$ cat src/rtl/csidh_pkg.sv
// csidh_pkg
//  Shared constants for the CSIDH-512 host loader: the prime p, request frame
//  geometry, response status codes, loader state encoding and the modes of the
//  per-word input checker.
package csidh_pkg;

    localparam int N_BITS     = 512;
    localparam int NUM_PRIMES = 74;
    localparam int AW         = N_BITS / 64;   // A words in a request
    localparam int PW         = 5;             // packed exponent words in a request

    // Exponent nibbles that live in the final (partial) exponent word.
    localparam int LAST_NIBBLES = NUM_PRIMES - (PW - 1) * 16;

    localparam logic [3:0] LAST_WORD = 4'(AW + PW - 1);

    // CSIDH-512 prime, 4 * (3 * 5 * ... * 373) * 587 - 1.
    localparam logic [511:0] P =
        512'h65b48e8f740f89bf_fc8ab0d15e3e4c4a_b42d083aedc88c42_5afbfcc69322c9cd_a7aac6c567f35507_516730cc1f0b4f25_c2721bf457aca835_1b81b90533c6c87b;

    localparam logic [2:0] STATUS_OK      = 3'd0;
    localparam logic [2:0] STATUS_RANGE   = 3'd1;
    localparam logic [2:0] STATUS_EXP     = 3'd2;
    localparam logic [2:0] STATUS_INVALID = 3'd3;
    localparam logic [2:0] STATUS_FRAME   = 3'd4;
    localparam logic [2:0] STATUS_TIMEOUT = 3'd5;

    localparam logic [2:0] S_LOAD  = 3'd0;
    localparam logic [2:0] S_DRAIN = 3'd1;
    localparam logic [2:0] S_CHECK = 3'd2;
    localparam logic [2:0] S_RUN   = 3'd3;
    localparam logic [2:0] S_HDR   = 3'd4;
    localparam logic [2:0] S_DATA  = 3'd5;

    localparam logic [1:0] MODE_A        = 2'd0;
    localparam logic [1:0] MODE_EXP      = 2'd1;
    localparam logic [1:0] MODE_EXP_LAST = 2'd2;

endpackage

$ cat src/rtl/csidh_word_check.sv
// csidh_word_check
//  Combinational check of one 64-bit request word.
//  Ports:
//   word     in   64  request word under test
//   p_word   in   64  matching 64-bit slice of p (used in MODE_A)
//   mode     in   2   MODE_A, MODE_EXP or MODE_EXP_LAST
//   lt, gt   out  1   word < p_word, word > p_word
//   exp_err  out  1   word holds an illegal exponent nibble or nonzero padding
module csidh_word_check
    import csidh_pkg::*;
#(
    parameter int MAX_EXP = 5
) (
    input  logic [63:0] word,
    input  logic [63:0] p_word,
    input  logic [1:0]  mode,
    output logic        lt,
    output logic        gt,
    output logic        exp_err
);

    // 4'b1000 (-8) is rejected explicitly even if MAX_EXP were ever raised to 8.
    function automatic logic nibble_bad(input logic [3:0] nib);
        int v;
        v = nib[3] ? int'(nib) - 16 : int'(nib);
        return (nib == 4'b1000) || (v > MAX_EXP) || (v < -MAX_EXP);
    endfunction

    always_comb begin
        lt      = word < p_word;
        gt      = word > p_word;
        exp_err = 1'b0;
        if (mode != MODE_A) begin
            for (int i = 0; i < 16; i++) begin
                if ((mode == MODE_EXP || i < LAST_NIBBLES) && nibble_bad(word[4*i +: 4])) begin
                    exp_err = 1'b1;
                end
            end
            // Padding above the last exponent must be zero.
            if (mode == MODE_EXP_LAST && word[63:4*LAST_NIBBLES] != '0) begin
                exp_err = 1'b1;
            end
        end
    end

endmodule

$ cat src/rtl/csidh_host_loader.sv
// csidh_host_loader
//  Framing / validation front end for the CSIDH-512 group-action core. Loads
//  one request (8 A words, 5 exponent words, LSW first), rejects bad input,
//  runs the core with a watchdog and streams back a status header plus,
//  on success, the 8 result words.
//  Ports:
//   clk, rst                               clock, async active-high reset
//   in_data/in_valid/in_last/in_ready      request stream
//   out_data/out_valid/out_last/out_ready  response stream
//   core_rst                               1 holds the core in reset
//   core_A_in, core_private                operands to the core
//   core_A_out, core_done, core_invalid    core result and completion
module csidh_host_loader
    import csidh_pkg::*;
#(
    parameter int N          = 512,
    parameter int NUM_PRIMES = 74,
    parameter int MAX_EXP    = 5,
    parameter int TIMEOUT    = 2**30
) (
    input  logic                    clk,
    input  logic                    rst,
    input  logic [63:0]             in_data,
    input  logic                    in_valid,
    input  logic                    in_last,
    output logic                    in_ready,
    output logic [63:0]             out_data,
    output logic                    out_valid,
    output logic                    out_last,
    input  logic                    out_ready,
    output logic                    core_rst,
    output logic [N-1:0]            core_A_in,
    output logic [4*NUM_PRIMES-1:0] core_private,
    input  logic [N-1:0]            core_A_out,
    input  logic                    core_done,
    input  logic                    core_invalid
);

    localparam int PRIV_W = 4 * NUM_PRIMES;
    localparam int PLO    = (PW - 1) * 64;

    logic [2:0]        state_q, state_d;
    logic [3:0]        word_cnt_q, word_cnt_d;
    logic              lt_q, lt_d;
    logic              err_exp_q, err_exp_d;
    logic [N-1:0]      a_q, a_d;
    logic [PRIV_W-1:0] priv_q, priv_d;
    logic [N-1:0]      res_q, res_d;
    logic [2:0]        status_q, status_d;
    logic              core_rst_q, core_rst_d;
    logic [31:0]       run_cnt_q, run_cnt_d;
    logic              armed_q, armed_d;

    logic       chk_lt, chk_gt, chk_exp_err;
    logic [1:0] chk_mode;
    logic       in_fire, out_fire;

    assign chk_mode = (word_cnt_q < 4'(AW))    ? MODE_A :
                      (word_cnt_q == LAST_WORD) ? MODE_EXP_LAST : MODE_EXP;

    csidh_word_check #(.MAX_EXP(MAX_EXP)) u_check (
        .word    (in_data),
        .p_word  (P[{word_cnt_q[2:0], 6'b0} +: 64]),
        .mode    (chk_mode),
        .lt      (chk_lt),
        .gt      (chk_gt),
        .exp_err (chk_exp_err)
    );

    // armed_q keeps in_ready low for the first cycle out of reset.
    assign in_ready  = armed_q && (state_q == S_LOAD || state_q == S_DRAIN);
    assign out_valid = (state_q == S_HDR) || (state_q == S_DATA);
    assign in_fire   = in_valid && in_ready;
    assign out_fire  = out_valid && out_ready;

    always_comb begin
        out_data = '0;
        out_last = 1'b0;
        if (state_q == S_HDR) begin
            out_data = {61'b0, status_q};
            out_last = status_q != STATUS_OK;
        end else if (state_q == S_DATA) begin
            out_data = res_q[{word_cnt_q[2:0], 6'b0} +: 64];
            out_last = word_cnt_q == 4'(AW - 1);
        end
    end

    assign core_rst     = core_rst_q;
    assign core_A_in    = a_q;
    assign core_private = priv_q;

    always_comb begin
        state_d    = state_q;
        word_cnt_d = word_cnt_q;
        lt_d       = lt_q;
        err_exp_d  = err_exp_q;
        a_d        = a_q;
        priv_d     = priv_q;
        res_d      = res_q;
        status_d   = status_q;
        core_rst_d = core_rst_q;
        run_cnt_d  = run_cnt_q;
        armed_d    = 1'b1;

        case (state_q)
            S_LOAD: begin
                if (in_fire) begin
                    word_cnt_d = word_cnt_q + 4'd1;
                    if (word_cnt_q < 4'(AW)) begin
                        // Serial LSW-first compare: a higher word overrides lower ones.
                        a_d[{word_cnt_q[2:0], 6'b0} +: 64] = in_data;
                        lt_d = chk_lt ? 1'b1 :
                               chk_gt ? 1'b0 :
                               (word_cnt_q == 4'd0) ? 1'b0 : lt_q;
                        if (word_cnt_q == 4'd0) begin
                            err_exp_d = 1'b0;
                        end
                    end else begin
                        if (word_cnt_q == LAST_WORD) begin
                            priv_d[PRIV_W-1:PLO] = in_data[PRIV_W-PLO-1:0];
                        end else begin
                            priv_d[{word_cnt_q[1:0], 6'b0} +: 64] = in_data;
                        end
                        err_exp_d = err_exp_q | chk_exp_err;
                    end

                    if (in_last) begin
                        word_cnt_d = 4'd0;
                        if (word_cnt_q == LAST_WORD) begin
                            state_d = S_CHECK;
                        end else begin
                            status_d = STATUS_FRAME;
                            state_d  = S_HDR;
                        end
                    end else if (word_cnt_q == LAST_WORD) begin
                        word_cnt_d = 4'd0;
                        status_d   = STATUS_FRAME;
                        state_d    = S_DRAIN;
                    end
                end
            end

            S_DRAIN: begin
                if (in_fire && in_last) begin
                    state_d = S_HDR;
                end
            end

            S_CHECK: begin
                if (!lt_q) begin
                    status_d = STATUS_RANGE;
                    state_d  = S_HDR;
                end else if (err_exp_q) begin
                    status_d = STATUS_EXP;
                    state_d  = S_HDR;
                end else begin
                    core_rst_d = 1'b0;
                    run_cnt_d  = '0;
                    state_d    = S_RUN;
                end
            end

            S_RUN: begin
                // core_done is tested first so it wins over a coincident timeout.
                if (core_done) begin
                    res_d      = core_A_out;
                    core_rst_d = 1'b1;
                    status_d   = core_invalid ? STATUS_INVALID : STATUS_OK;
                    state_d    = S_HDR;
                end else if (run_cnt_q == 32'(TIMEOUT - 1)) begin
                    core_rst_d = 1'b1;
                    status_d   = STATUS_TIMEOUT;
                    state_d    = S_HDR;
                end else begin
                    run_cnt_d = run_cnt_q + 32'd1;
                end
            end

            S_HDR: begin
                if (out_fire) begin
                    state_d = (status_q == STATUS_OK) ? S_DATA : S_LOAD;
                end
            end

            S_DATA: begin
                if (out_fire) begin
                    if (word_cnt_q == 4'(AW - 1)) begin
                        word_cnt_d = 4'd0;
                        state_d    = S_LOAD;
                    end else begin
                        word_cnt_d = word_cnt_q + 4'd1;
                    end
                end
            end

            default: state_d = S_LOAD;
        endcase
    end

    always_ff @(posedge clk or posedge rst) begin
        if (rst) begin
            state_q    <= S_LOAD;
            word_cnt_q <= '0;
            lt_q       <= 1'b0;
            err_exp_q  <= 1'b0;
            a_q        <= '0;
            priv_q     <= '0;
            res_q      <= '0;
            status_q   <= '0;
            core_rst_q <= 1'b1;
            run_cnt_q  <= '0;
            armed_q    <= 1'b0;
        end else begin
            state_q    <= state_d;
            word_cnt_q <= word_cnt_d;
            lt_q       <= lt_d;
            err_exp_q  <= err_exp_d;
            a_q        <= a_d;
            priv_q     <= priv_d;
            res_q      <= res_d;
            status_q   <= status_d;
            core_rst_q <= core_rst_d;
            run_cnt_q  <= run_cnt_d;
            armed_q    <= armed_d;
        end
    end

endmodule
$ cat config.mk
export PLATFORM = sky130hd
export DESIGN_NAME = csidh_host_loader
export DESIGN_NICKNAME = d
export VERILOG_FILES = /design/src/rtl/csidh_pkg.sv /design/src/rtl/csidh_word_check.sv /design/src/rtl/csidh_host_loader.sv
export SDC_FILE = /design/constraint.sdc
export NUM_CORES = 2
export LEC_CHECK = 0
export CORE_AREA = 2 2 565 567
export DETAILED_ROUTE_END_ITERATION = 8
export DIE_AREA = 0 0 567 569
export HOLD_SLACK_MARGIN = 0.15
export SYNTH_ARGS = -nofsm -noshare
export SYNTH_HDL_FRONTEND = slang
export SYNTH_SLANG_ARGS = --single-unit
$ cat constraint.sdc
create_clock -name clk -period 69.9 [get_ports clk]
set_input_delay 13.98 -clock clk [delete_from_list [all_inputs] [get_ports clk]]
set_output_delay 13.98 -clock clk [all_outputs]
set_load 0.005 [all_outputs]
==> impl_metrics.csv <==
group,metric,value,unit
grt,grt_usage,0.164,
route,via_count,45000,
layout,drive_gt1_frac,0.231,
worst_setup_path,crit_cells,7,
status,outcome,"finished, violations left",
die,rows,207,
synthesis,async_flop_share,1.00,
die,core_area,317000,um2
die,fp.dieArea,323000,um2
min_path,whs_path_depth,2,
cts,clockBufferDepth,4,
placement,gp_congestion,0.883,
layout,register_area,34200,um2
sta,maxSlewViolCount,0,
layout,syn_to_final_growth,42.0,%
worst_setup_path,worstPathCellList,"buf_4, buf_4, buf_4, mux4_2, nand2_1, a311oi_1, clkdlybuf4s50_1",
synthesis,synth_top_area_share,0.581,
worst_setup_path,cp_num_buf_inv,4,
placement,port_buffers,1458,
min_path,min_path_type,"flip-flop to flip-flop",
power_and_ir_drop,vdd_drop_max,0.0216,mV
worst_setup_path,critPathMaxFanout,51,
die,io_pins,1459,
cts,cts_resized,0,
cts,numCtsBuffers,160,
worst_setup_path,crit_required,55.92,ns
route,antenna_left,0,
worst_setup_path,reg2regPathDepth,9,
worst_setup_path,crit_path_max_incr_delay,0.90,ns
sta,hold_viol_final,0,
min_path,worstHoldStart,"core_A_in[374]$_DFFE_PP0P_",
synthesis,synthFlopType,"dfrtp_1",
route,wl_per_cell,26.3,um
worst_setup_path,critPathLaunchType,"flip-flop",
min_path,min_to,"core_A_in[374]$_DFFE_PP0P_",
layout,postLayoutCoreUtil,0.264,
worst_setup_path,crit_start,"word_cnt_q[1]$_DFFE_PP0P_",
placement,dp_hpwl,207,mm
worst_setup_path,path_common_cell,"buf_4",
die,initial_core_util,0.186,
worst_setup_path,cp_slowest_cell,"clkdlybuf4s50_1",
worst_setup_path,critPathKind,"flip-flop to primary output",
grt,grt_pass1_wl,374,mm
sta,rsz0062_at_grt,"no",
synthesis,synth_top_area_cell,"dfrtp_1",
job,cap_viol_max_count,0,
cts,insertion_delay,0.83,ns
sta,maxSlewHeadroom,0.219,
synthesis,ys_ff_latch,1366,
synthesis,synth_edf_count,0,
sta,fmax,0.0519,GHz
power_and_ir_drop,p_per_area,31.0,nW/um2
worst_setup_path,reg2reg_from,"word_cnt_q[0]$_DFFE_PP0P_",
cts,cts_tree,"done",
synthesis,syn-num-nets,5417,
layout,nets,6782,
cts,htreeDepth,4,
cts,hold_buffers,0,
worst_setup_path,timing.rr.end,"core_A_in[237]$_DFFE_PP0P_",
layout,multiInputGateArea,23200,um2
cts,clk_root_buffer_cell,"clkbuf_16",
route,first_iter_violations,3374,
grt,grt_pass1_vias,45500,
worst_setup_path,cp-end-kind,"primary output",
sta,setup_viol,0,
synthesis,synth.avg_cell_area,12.4,um2
synthesis,yosys_warnings,0,
cts,clk_pin_slew,0.06,ns
synthesis,synth.distinct_cells,66,
grt,antenna_found_initial,96,
sta,fin_worst_skew,0.0357,ns
die,die_w,567,um
synthesis,synth_cells,4753,
sta,post-route-period-util,0.276,
sta,worst_slew_pin_slew,1.17,ns
die,die_height,569,um
cts,clock-sinks,1366,
layout,fillers,32700,
route,drc_errors,1,
route,drt_wl_total,275,mm
sta,tns,0,ns
grt,grt-ovfl-total,0,
synthesis,synth_area_leaders,"dfrtp_1 (58%), mux2_2 (15%), nand2_1 (6.8%)",
route,first_pass_iters,9,
synthesis,yosysSeqAreaShare,0.581,
synthesis,synth_area,58800,um2
worst_setup_path,r2r_slack,64.48,ns
grt,grt_max_degree,167,
worst_setup_path,arrival,5.28,ns
cts,postCtsSetupRepairBufs,0,
sta,finalCriticalPeriod,19.26,ns
power_and_ir_drop,p_leak,37.0,nW
status,violations,"design-rule violations",
worst_setup_path,crit_family,"buffers and inverters",
route,via_per_inst,4.29,
-- worst reg2reg max path, cell delays in order (launching register included) --
cell	delay [ns]
dfrtp_4	1.04
inv_1	0.45
ha_1	0.60
ha_1	0.41
buf_4	0.38
nor2b_4	0.24
buf_4	0.45
nand3_4	0.65
buf_4	0.61
mux2_2	0.49
-- layout make-up --
| cell class | instances | area share |
|---|---|---|
| Sequential cell | 1366 | 0.410 |
| Multi-Input combinational cell | 3002 | 0.278 |
| Timing Repair Buffer | 1556 | 0.182 |
| Tap cell | 4180 | 0.0626 |
| Clock buffer | 223 | 0.0550 |
| Clock inverter | 62 | 0.0102 |
| Inverter | 32 | 0.00156 |
| Antenna cell | 47 | 0.00141 |
-- worst max path at each step --
stage / endpoint
finish: out_data[1]
global route: core_A_in[330]$_DFFE_PP0P_
CTS: out_data[1]
detailed placement: core_A_in[210]$_DFFE_PP0P_
global placement: core_A_in[23]$_DFFE_PP0P_
floorplan: armed_q$_DFF_PP0_
-- cells in the mapped netlist (11+ instances only) --
| cell | instances |
|---|---|
| xor2_1 | 18 |
| o21ai_0 | 386 |
| mux2_2 | 788 |
| nand2_1 | 1062 |
| nand3_1 | 35 |
| nor4_1 | 12 |
| nand3b_1 | 17 |
| buf_1 | 11 |
| a21oi_1 | 106 |
| nor3_1 | 20 |
| mux4_2 | 128 |
| mux2_4 | 109 |
| nor2_1 | 53 |
| ha_1 | 81 |
| nand4_1 | 34 |
| buf_6 | 13 |
| buf_2 | 22 |
| nand2b_1 | 17 |
| inv_1 | 31 |
| clkbuf_1 | 305 |
| o21ai_1 | 13 |
| dfrtp_1 | 1365 |
-- per-layer routing --
metal  GRT usage  vias up  routed length [um]
met4      0.0766       60               13900
met3      0.0435      584               20700
met1       0.182    22900              101000
li1            -    19200                   -
met2       0.292     2159              139000
met5           0        -                 387
-- metrics by stage --
step	hold WS [ns]	cell area [um2]	cells	worst slack, ns	total power, W
floorplan	0.457	58800	4753	17.41	0.00129
global placement	0.454	77900	10100	49.82	0.00172
detailed placement	0.455	77900	10100	49.68	0.00174
CTS	0.469	83400	10400	50.36	0.00262
global route	0.494	83400	10400	49.85	0.00271
finish	0.468	83500	10500	50.64	0.00259
-- state kept, by name, summed over array words and instances, names as in the netlist --
signal / count
status_q: 3
res_q: 512
err_exp_q: 1
run_cnt_q: 32
word_cnt_q: 4
state_q: 3
core_rst: 1
lt_q: 1
armed_q: 1
core_A_in: 512
core_private: 296
-- cells by family after synthesis --
family,count (synthesis),share of synthesized area
flip-flops,1366,0.581
XOR/XNOR,23,0.00343
AND/OR/NAND/NOR,1304,0.0917
buffers and inverters,385,0.0268
other,1,0.0000638
multiplexers,1033,0.229
AO/OA/AOI/OAI,560,0.0503
adder cells (fa/ha/maj),81,0.0172
-- power by group --
| part | internal (W) | switching [W] |
|---|---|---|
| Combinational | 0.000379 | 0.000347 |
| Sequential | 0.000907 | 0.0000891 |
| Clock | 0.000512 | 0.000358 |
-- cell usage in the layout, fill, tap and decap left out, drive strengths merged, types with 10 or more instances in the layout --
cell / synthesis / final
a21oi: 106 / 106
nand2b: 17 / 17
buf: 48 / 132
dfrtp: 1365 / 1365
mux2: 903 / 903
xor2: 18 / 18
a211oi: 10 / 10
clkbuf: 305 / 223
nand2: 1062 / 1062
nor2: 54 / 54
nand3b: 17 / 17
bufinv: 0 / 13
clkdlybuf4s50: 0 / 1424
nand3: 35 / 35
diode: 0 / 47
nor4: 15 / 15
o21ai: 399 / 399
clkinv: 0 / 36
inv: 32 / 39
nand4: 34 / 34
ha: 81 / 81
nor3: 21 / 21
mux4: 128 / 128
(Power assumes the default switching activity.)
